`src/rtl/mtime_timer.sv`:
```
// RISC-V machine timer: 64-bit mtime/mtimecmp pair on the data bus with a
// free-running prescaler and a registered level interrupt.
module mtime_timer #(
  parameter logic [31:0] BASE_ADDR = 32'hFFFF_FF00,
  parameter int          CLK_DIV   = 100
) (
  input  logic        clk,
  input  logic        rst_n,
  input  logic        rd_en,
  input  logic        wr_en,
  input  logic [31:0] addr,
  input  logic [31:0] wr_data,
  output logic [31:0] rd_data,
  output logic        access_fault,
  output logic        mtime_int
);

  localparam int PW = (CLK_DIV > 1) ? $clog2(CLK_DIV) : 1;
  localparam logic [PW-1:0] PRE_MAX = PW'(CLK_DIV - 1);

  logic [PW-1:0] prescaler;
  logic [31:0]   mtime_lo;
  logic [31:0]   mtime_hi;
  logic [31:0]   cmp_lo;
  logic [31:0]   cmp_hi;
  logic [31:0]   mtimeh_shadow;

  logic [31:0] offset;
  logic        in_range;
  logic        misaligned;
  logic        hit;
  logic [1:0]  sel;
  logic        rd_hit;
  logic        wr_hit;

  logic        tick;
  logic        carry;
  logic [31:0] lo_inc;
  logic [31:0] hi_inc;

  // Subtracting the base keeps the decode correct even for a non-16-aligned base.
  assign offset     = addr - BASE_ADDR;
  assign in_range   = (offset < 32'd16);
  assign misaligned = (addr[1:0] != 2'b00);
  assign hit        = rst_n & in_range & ~misaligned;
  assign sel        = offset[3:2];
  assign rd_hit     = hit & rd_en;
  assign wr_hit     = hit & wr_en;

  assign access_fault = rst_n & in_range & misaligned & (rd_en | wr_en);

  always_comb begin
    rd_data = 32'd0;
    if (rd_hit) begin
      case (sel)
        2'd0:    rd_data = mtime_lo;
        2'd1:    rd_data = mtimeh_shadow;
        2'd2:    rd_data = cmp_lo;
        default: rd_data = cmp_hi;
      endcase
    end
  end

  // Each half either takes the bus write or its incremented value, so a write
  // to one half still lets the other half advance on a tick.
  assign tick   = (prescaler == PRE_MAX);
  assign carry  = tick & (mtime_lo == 32'hFFFF_FFFF);
  assign lo_inc = mtime_lo + {31'd0, tick};
  assign hi_inc = mtime_hi + {31'd0, carry};

  always_ff @(posedge clk) begin
    if (!rst_n) begin
      prescaler     <= '0;
      mtime_lo      <= 32'd0;
      mtime_hi      <= 32'd0;
      cmp_lo        <= 32'hFFFF_FFFF;
      cmp_hi        <= 32'hFFFF_FFFF;
      mtimeh_shadow <= 32'd0;
      mtime_int     <= 1'b0;
    end else begin
      prescaler <= tick ? '0 : prescaler + PW'(1);

      mtime_lo <= (wr_hit && sel == 2'd0) ? wr_data : lo_inc;
      mtime_hi <= (wr_hit && sel == 2'd1) ? wr_data : hi_inc;

      if (wr_hit && sel == 2'd2) cmp_lo <= wr_data;
      if (wr_hit && sel == 2'd3) cmp_hi <= wr_data;

      // Reading the low word snapshots the high word for a tear-free pair.
      if (rd_hit && sel == 2'd0) mtimeh_shadow <= mtime_hi;

      mtime_int <= ({mtime_hi, mtime_lo} >= {cmp_hi, cmp_lo});
    end
  end

endmodule

```
`config.mk`:
```
export PLATFORM = sky130hd
export DESIGN_NAME = mtime_timer
export DESIGN_NICKNAME = d
export VERILOG_FILES = /design/src/rtl/mtime_timer.sv
export SDC_FILE = /design/constraint.sdc
export NUM_CORES = 1
export LEC_CHECK = 0
export ABC_AREA = 1
export CORE_UTILIZATION = 55
export CTS_CLUSTER_DIAMETER = 60
export CTS_CLUSTER_SIZE = 10
export DETAILED_ROUTE_END_ITERATION = 8
export PLACE_DENSITY = 0.78
export SYNTH_ARGS = -nofsm -noshare
export SYNTH_HDL_FRONTEND = slang
export SYNTH_SLANG_ARGS = --single-unit
```
`constraint.sdc`:
```
create_clock -name clk -period 7.2 [get_ports clk]
set_clock_uncertainty 0.2 [all_clocks]
set_input_delay 1.44 -clock clk [delete_from_list [all_inputs] [get_ports clk]]
set_output_delay 1.44 -clock clk [all_outputs]
set_load 0.03 [all_outputs]
```
==> impl_metrics.py <==
metrics = {
    "setup_path": {
        "end_kind": "output pin",
        "worst_ep_arrival_time_ps": 4520,
        "cpMaxStageDelayCell": "sky130_fd_sc_hd__clkdlybuf4s50_1",
        "path_delay_family": "simple AND/OR/NAND/NOR gates",
        "r2r_path_start": "prescaler[0]$_SDFF_PP0_",
        "ff2ff_path_depth": 19,
        "worstPathBufferInverterCount": 3,
        "r2r_slack_ps": 2850,
        "crit_path_cell_trace": "clkdlybuf4s50_1 > nand2_1 > nor2_2 > nand3_1 > nor2_2 > nand3_1 > nand2_1 > nand2_1 > nor2_1 > nand3_1 > nor2_4 > nand2_1 > buf_4 > nor2_1 > buf_4",
        "worst-path-max-fanout": 18,
        "timing_worst_setup_path_type": "in -> out",
        "timing.critical_path.mode_cell": "sky130_fd_sc_hd__nand2_1",
        "crit_required_ps": 5560,
        "startpoint_type": "primary input",
        "worstReg2RegEnd": "mtime_hi[29]$_SDFF_PN0_",
        "slowest_delay_ps": 560,
    },
    "clock_tree": {
        "post_cts_hold_buffer_count": 0,
        "cts_num_sinks": 168,
        "cts_made_buffers": 17,
        "cts.repair.resized": 0,
        "worst_skew_pair.late_latency_ps": 430,
        "root_buffer": "sky130_fd_sc_hd__clkbuf_16",
        "cts_tree": "done",
        "path_clk_slew_ps": 60,
        "cts.path.max_buffers": 2,
        "postCtsSetupBuffers": 0,
        "cts_max_level": 4,
    },
    "yosys": {
        "postSynthCellCount": 1748,
        "synth_seq_cells": 168,
        "yosys.area.top_type_share": 0.299,
        "post_synth_num_cell_types": 37,
        "post_synth.cell_area_avg_sq_um": 6.43,
        "yosys_warnings": 0,
        "netlist_top_cells_area": "sky130_fd_sc_hd__dfxtp_1, sky130_fd_sc_hd__nand2_1, sky130_fd_sc_hd__nor2_1",
        "synth.yosys.seq_area_share": 0.299,
        "synth_area_sq_um": 11200,
        "syn-num-nets": 1885,
        "post-synth-top-area-cell": "sky130_fd_sc_hd__dfxtp_1",
    },
    "grt": {
        "first_global_vias": 11000,
        "grt_pass1_wl_mm": 55.5,
        "initial_antenna_violation_count": 0,
        "grt_overflow": 0,
        "maximum_number_of_pins_on_one_net_before_global_route_repair": 94,
        "grt.total_usage": 0.324,
    },
    "final_layout": {
        "finalInstanceArea_sq_um": 12900,
        "antenna-diode-count": 0,
        "finish.net_count": 1934,
        "layout-drive-gt1-share": 0.0591,
        "multi_input_comb_area_sq_um": 6680,
        "sequential_cell_area_sq_um": 3360,
        "layout.core_utilization": 0.654,
        "fillers": 1800,
        "area.growth.synth_to_final_pct": 14.8,
    },
    "routing": {
        "route.detailed.drc": 0,
        "wl_per_cell_um": 16.5,
        "drt_pre_antenna_iters": 8,
        "detail_route.vias_per_cell": 5.73,
        "routed-via-count": 11900,
        "detailedRoute.firstIterationViolations": 1151,
        "route.final.wire_length_mm": 34.2,
        "final_antenna_net_count": 0,
    },
    "power": {
        "cellLeakagePower_uw": 0.00680,
        "power_density_over_the_cells_nw_per_um2": 164,
        "fin_total_pwr_uw": 2120,
        "ir_worst_vdd_mv": 0.159,
    },
    "sta": {
        "setup_repair_after_global_routing_missed_its_margin": "false",
        "whs_ps": 249,
        "setup_viol": 0,
        "finalSetupTns_ps": 0,
        "max-slew-margin-rel": 0.182,
        "final_max_slew_viol_count": 0,
        "final_period_minus_worst_setup_slack_ps": 6160,
        "finalHoldViolations": 0,
        "worst_pin_slew_ps": 1230,
        "min_period_over_period": 0.855,
        "max_clock_freq_mhz": 162,
    },
    "floorplanning": {
        "effective_utilization_at_floorplan": 0.570,
        "dieArea_sq_um": 21000,
        "die_w_um": 145,
        "std_cell_rows": 51,
        "io_pins": 102,
        "die_h_um": 145,
        "core_sq_um": 19700,
    },
    "place": {
        "numPortBuffers": 101,
        "detailed_place.area_sq_um": 12300,
        "dp_hpwl_mm": 23.7,
        "gp_congestion": 0.942,
    },
    "worst_hold_path": {
        "min-delay-path-class": "reg -> reg",
        "hold_path.startpoint": "prescaler[0]$_SDFF_PP0_",
        "worst_hold_path.num_cells": 1,
        "whs_endpoint": "prescaler[0]$_SDFF_PP0_",
    },
    "run": {
        "maxCapViolations": 0,
    },
    "run_status": {
        "run_status": "finished, final reports clean",
    },
}
cell usage in the layout, fill, tap and decap left out, types with 19 or more instances in the layout:
cell,netlist,final
sky130_fd_sc_hd__nand2_1,392,392
sky130_fd_sc_hd__o21ai_0,19,19
sky130_fd_sc_hd__a21oi_1,40,40
sky130_fd_sc_hd__buf_4,0,50
sky130_fd_sc_hd__xnor2_1,21,21
sky130_fd_sc_hd__inv_1,217,216
sky130_fd_sc_hd__xor2_1,41,41
sky130_fd_sc_hd__nand4_1,136,136
sky130_fd_sc_hd__nor3_1,19,19
sky130_fd_sc_hd__dfxtp_1,168,168
sky130_fd_sc_hd__a221oi_1,30,30
sky130_fd_sc_hd__clkdlybuf4s50_1,0,67
sky130_fd_sc_hd__nand3_1,104,104
sky130_fd_sc_hd__o22ai_1,31,31
sky130_fd_sc_hd__nor2_1,320,317
sky130_fd_sc_hd__ha_1,69,69
report_power, final:
group          switching [uW]  internal, uW  leakage [uW]
logic                     112          58.9       0.00513
registers               0.874           930       0.00136
clock network             409           606      0.000312
how the worst max path moves through the flow:
| stage | start | to | cells past startpoint | slack, ps |
|---|---|---|---|---|
| CTS | addr[16] | rd_data[17] | 15 | 1090 |
| finish | addr[16] | rd_data[17] | 15 | 1040 |
| global route | addr[16] | rd_data[10] | 15 | 730 |
| detailed placement | addr[16] | rd_data[17] | 15 | 1090 |
| floorplan | addr[12] | rd_data[0] | 14 | 2150 |
| global placement | addr[16] | rd_data[16] | 15 | 1180 |
synth_stat cells:
library cell / count
sky130_fd_sc_hd__nand2_1: 392
sky130_fd_sc_hd__nor2_4: 3
sky130_fd_sc_hd__a21o_1: 1
sky130_fd_sc_hd__nor3_1: 19
sky130_fd_sc_hd__xor2_1: 41
sky130_fd_sc_hd__buf_2: 24
sky130_fd_sc_hd__nand3_2: 4
sky130_fd_sc_hd__nand3_4: 1
sky130_fd_sc_hd__dfxtp_1: 168
sky130_fd_sc_hd__a31oi_1: 2
sky130_fd_sc_hd__nand2_2: 1
sky130_fd_sc_hd__and3_1: 2
sky130_fd_sc_hd__a21oi_1: 40
sky130_fd_sc_hd__nand4_1: 136
sky130_fd_sc_hd__inv_2: 4
sky130_fd_sc_hd__buf_1: 8
sky130_fd_sc_hd__a221oi_1: 30
sky130_fd_sc_hd__o21a_1: 3
sky130_fd_sc_hd__o221ai_1: 1
sky130_fd_sc_hd__o21ai_1: 4
sky130_fd_sc_hd__or2_2: 2
sky130_fd_sc_hd__o21bai_1: 1
sky130_fd_sc_hd__o22ai_1: 31
sky130_fd_sc_hd__nor4_1: 8
sky130_fd_sc_hd__ha_1: 69
sky130_fd_sc_hd__xnor2_1: 21
sky130_fd_sc_hd__nand3_1: 104
sky130_fd_sc_hd__nand3b_1: 1
sky130_fd_sc_hd__inv_1: 217
sky130_fd_sc_hd__o21ai_0: 19
sky130_fd_sc_hd__buf_6: 2
sky130_fd_sc_hd__nor3b_1: 4
sky130_fd_sc_hd__o211ai_1: 3
sky130_fd_sc_hd__nor2_1: 320
sky130_fd_sc_hd__o2111ai_1: 2
sky130_fd_sc_hd__clkbuf_1: 53
sky130_fd_sc_hd__nor2_2: 7
routing by layer:
| layer | vias to the layer above | share of wire | global-route usage |
|---|---|---|---|
| met2 | 494 | 0.46 | 0.533 |
| met1 | 5482 | 0.44 | 0.437 |
| li1 | 5835 | - | - |
| met4 | 0 | 0.025 | 0.0973 |
| met5 | - | 0 | 0 |
| met3 | 70 | 0.075 | 0.0459 |
state kept, by name, indices dropped and copies added, names as in the netlist:
signal / count
mtime_hi: 32
mtime_lo: 32
cmp_hi: 32
cmp_lo: 32
prescaler: 7
mtime_int: 1
mtimeh_shadow: 32
final cells by class:
class / count / area share
clock buffers: 20 / 0.0354
well taps: 265 / 0.0257
clock inverters: 12 / 0.0146
multi-input cells: 1272 / 0.518
flip-flops and latches: 168 / 0.261
inverters: 221 / 0.0643
repair buffers: 117 / 0.0811
metrics by stage:
step / setup slack [ps] / std cells
after floorplan: 2150 / 1748
after global placement: 1180 / 2043
after detailed placement: 1090 / 2043
after CTS: 1090 / 2075
after global routing: 727 / 2075
final: 1040 / 2075
worst register-to-register path: cells and delay by family (launching register included):
| family | cells | cell delay, ps |
|---|---|---|
| simple gates | 15 | 2970 |
| fa+ha+maj | 2 | 450 |
| flops | 1 | 350 |
| buf+inv | 1 | 160 |
| xor+xnor | 1 | 160 |
logic make-up after synthesis:
group / synth area share
xor+xnor: 0.0483
compound gates: 0.0775
fa+ha+maj: 0.0768
buf+inv: 0.107
flops: 0.299
simple gates: 0.391
No activity file was read; power rests on OpenSTA's default activity.
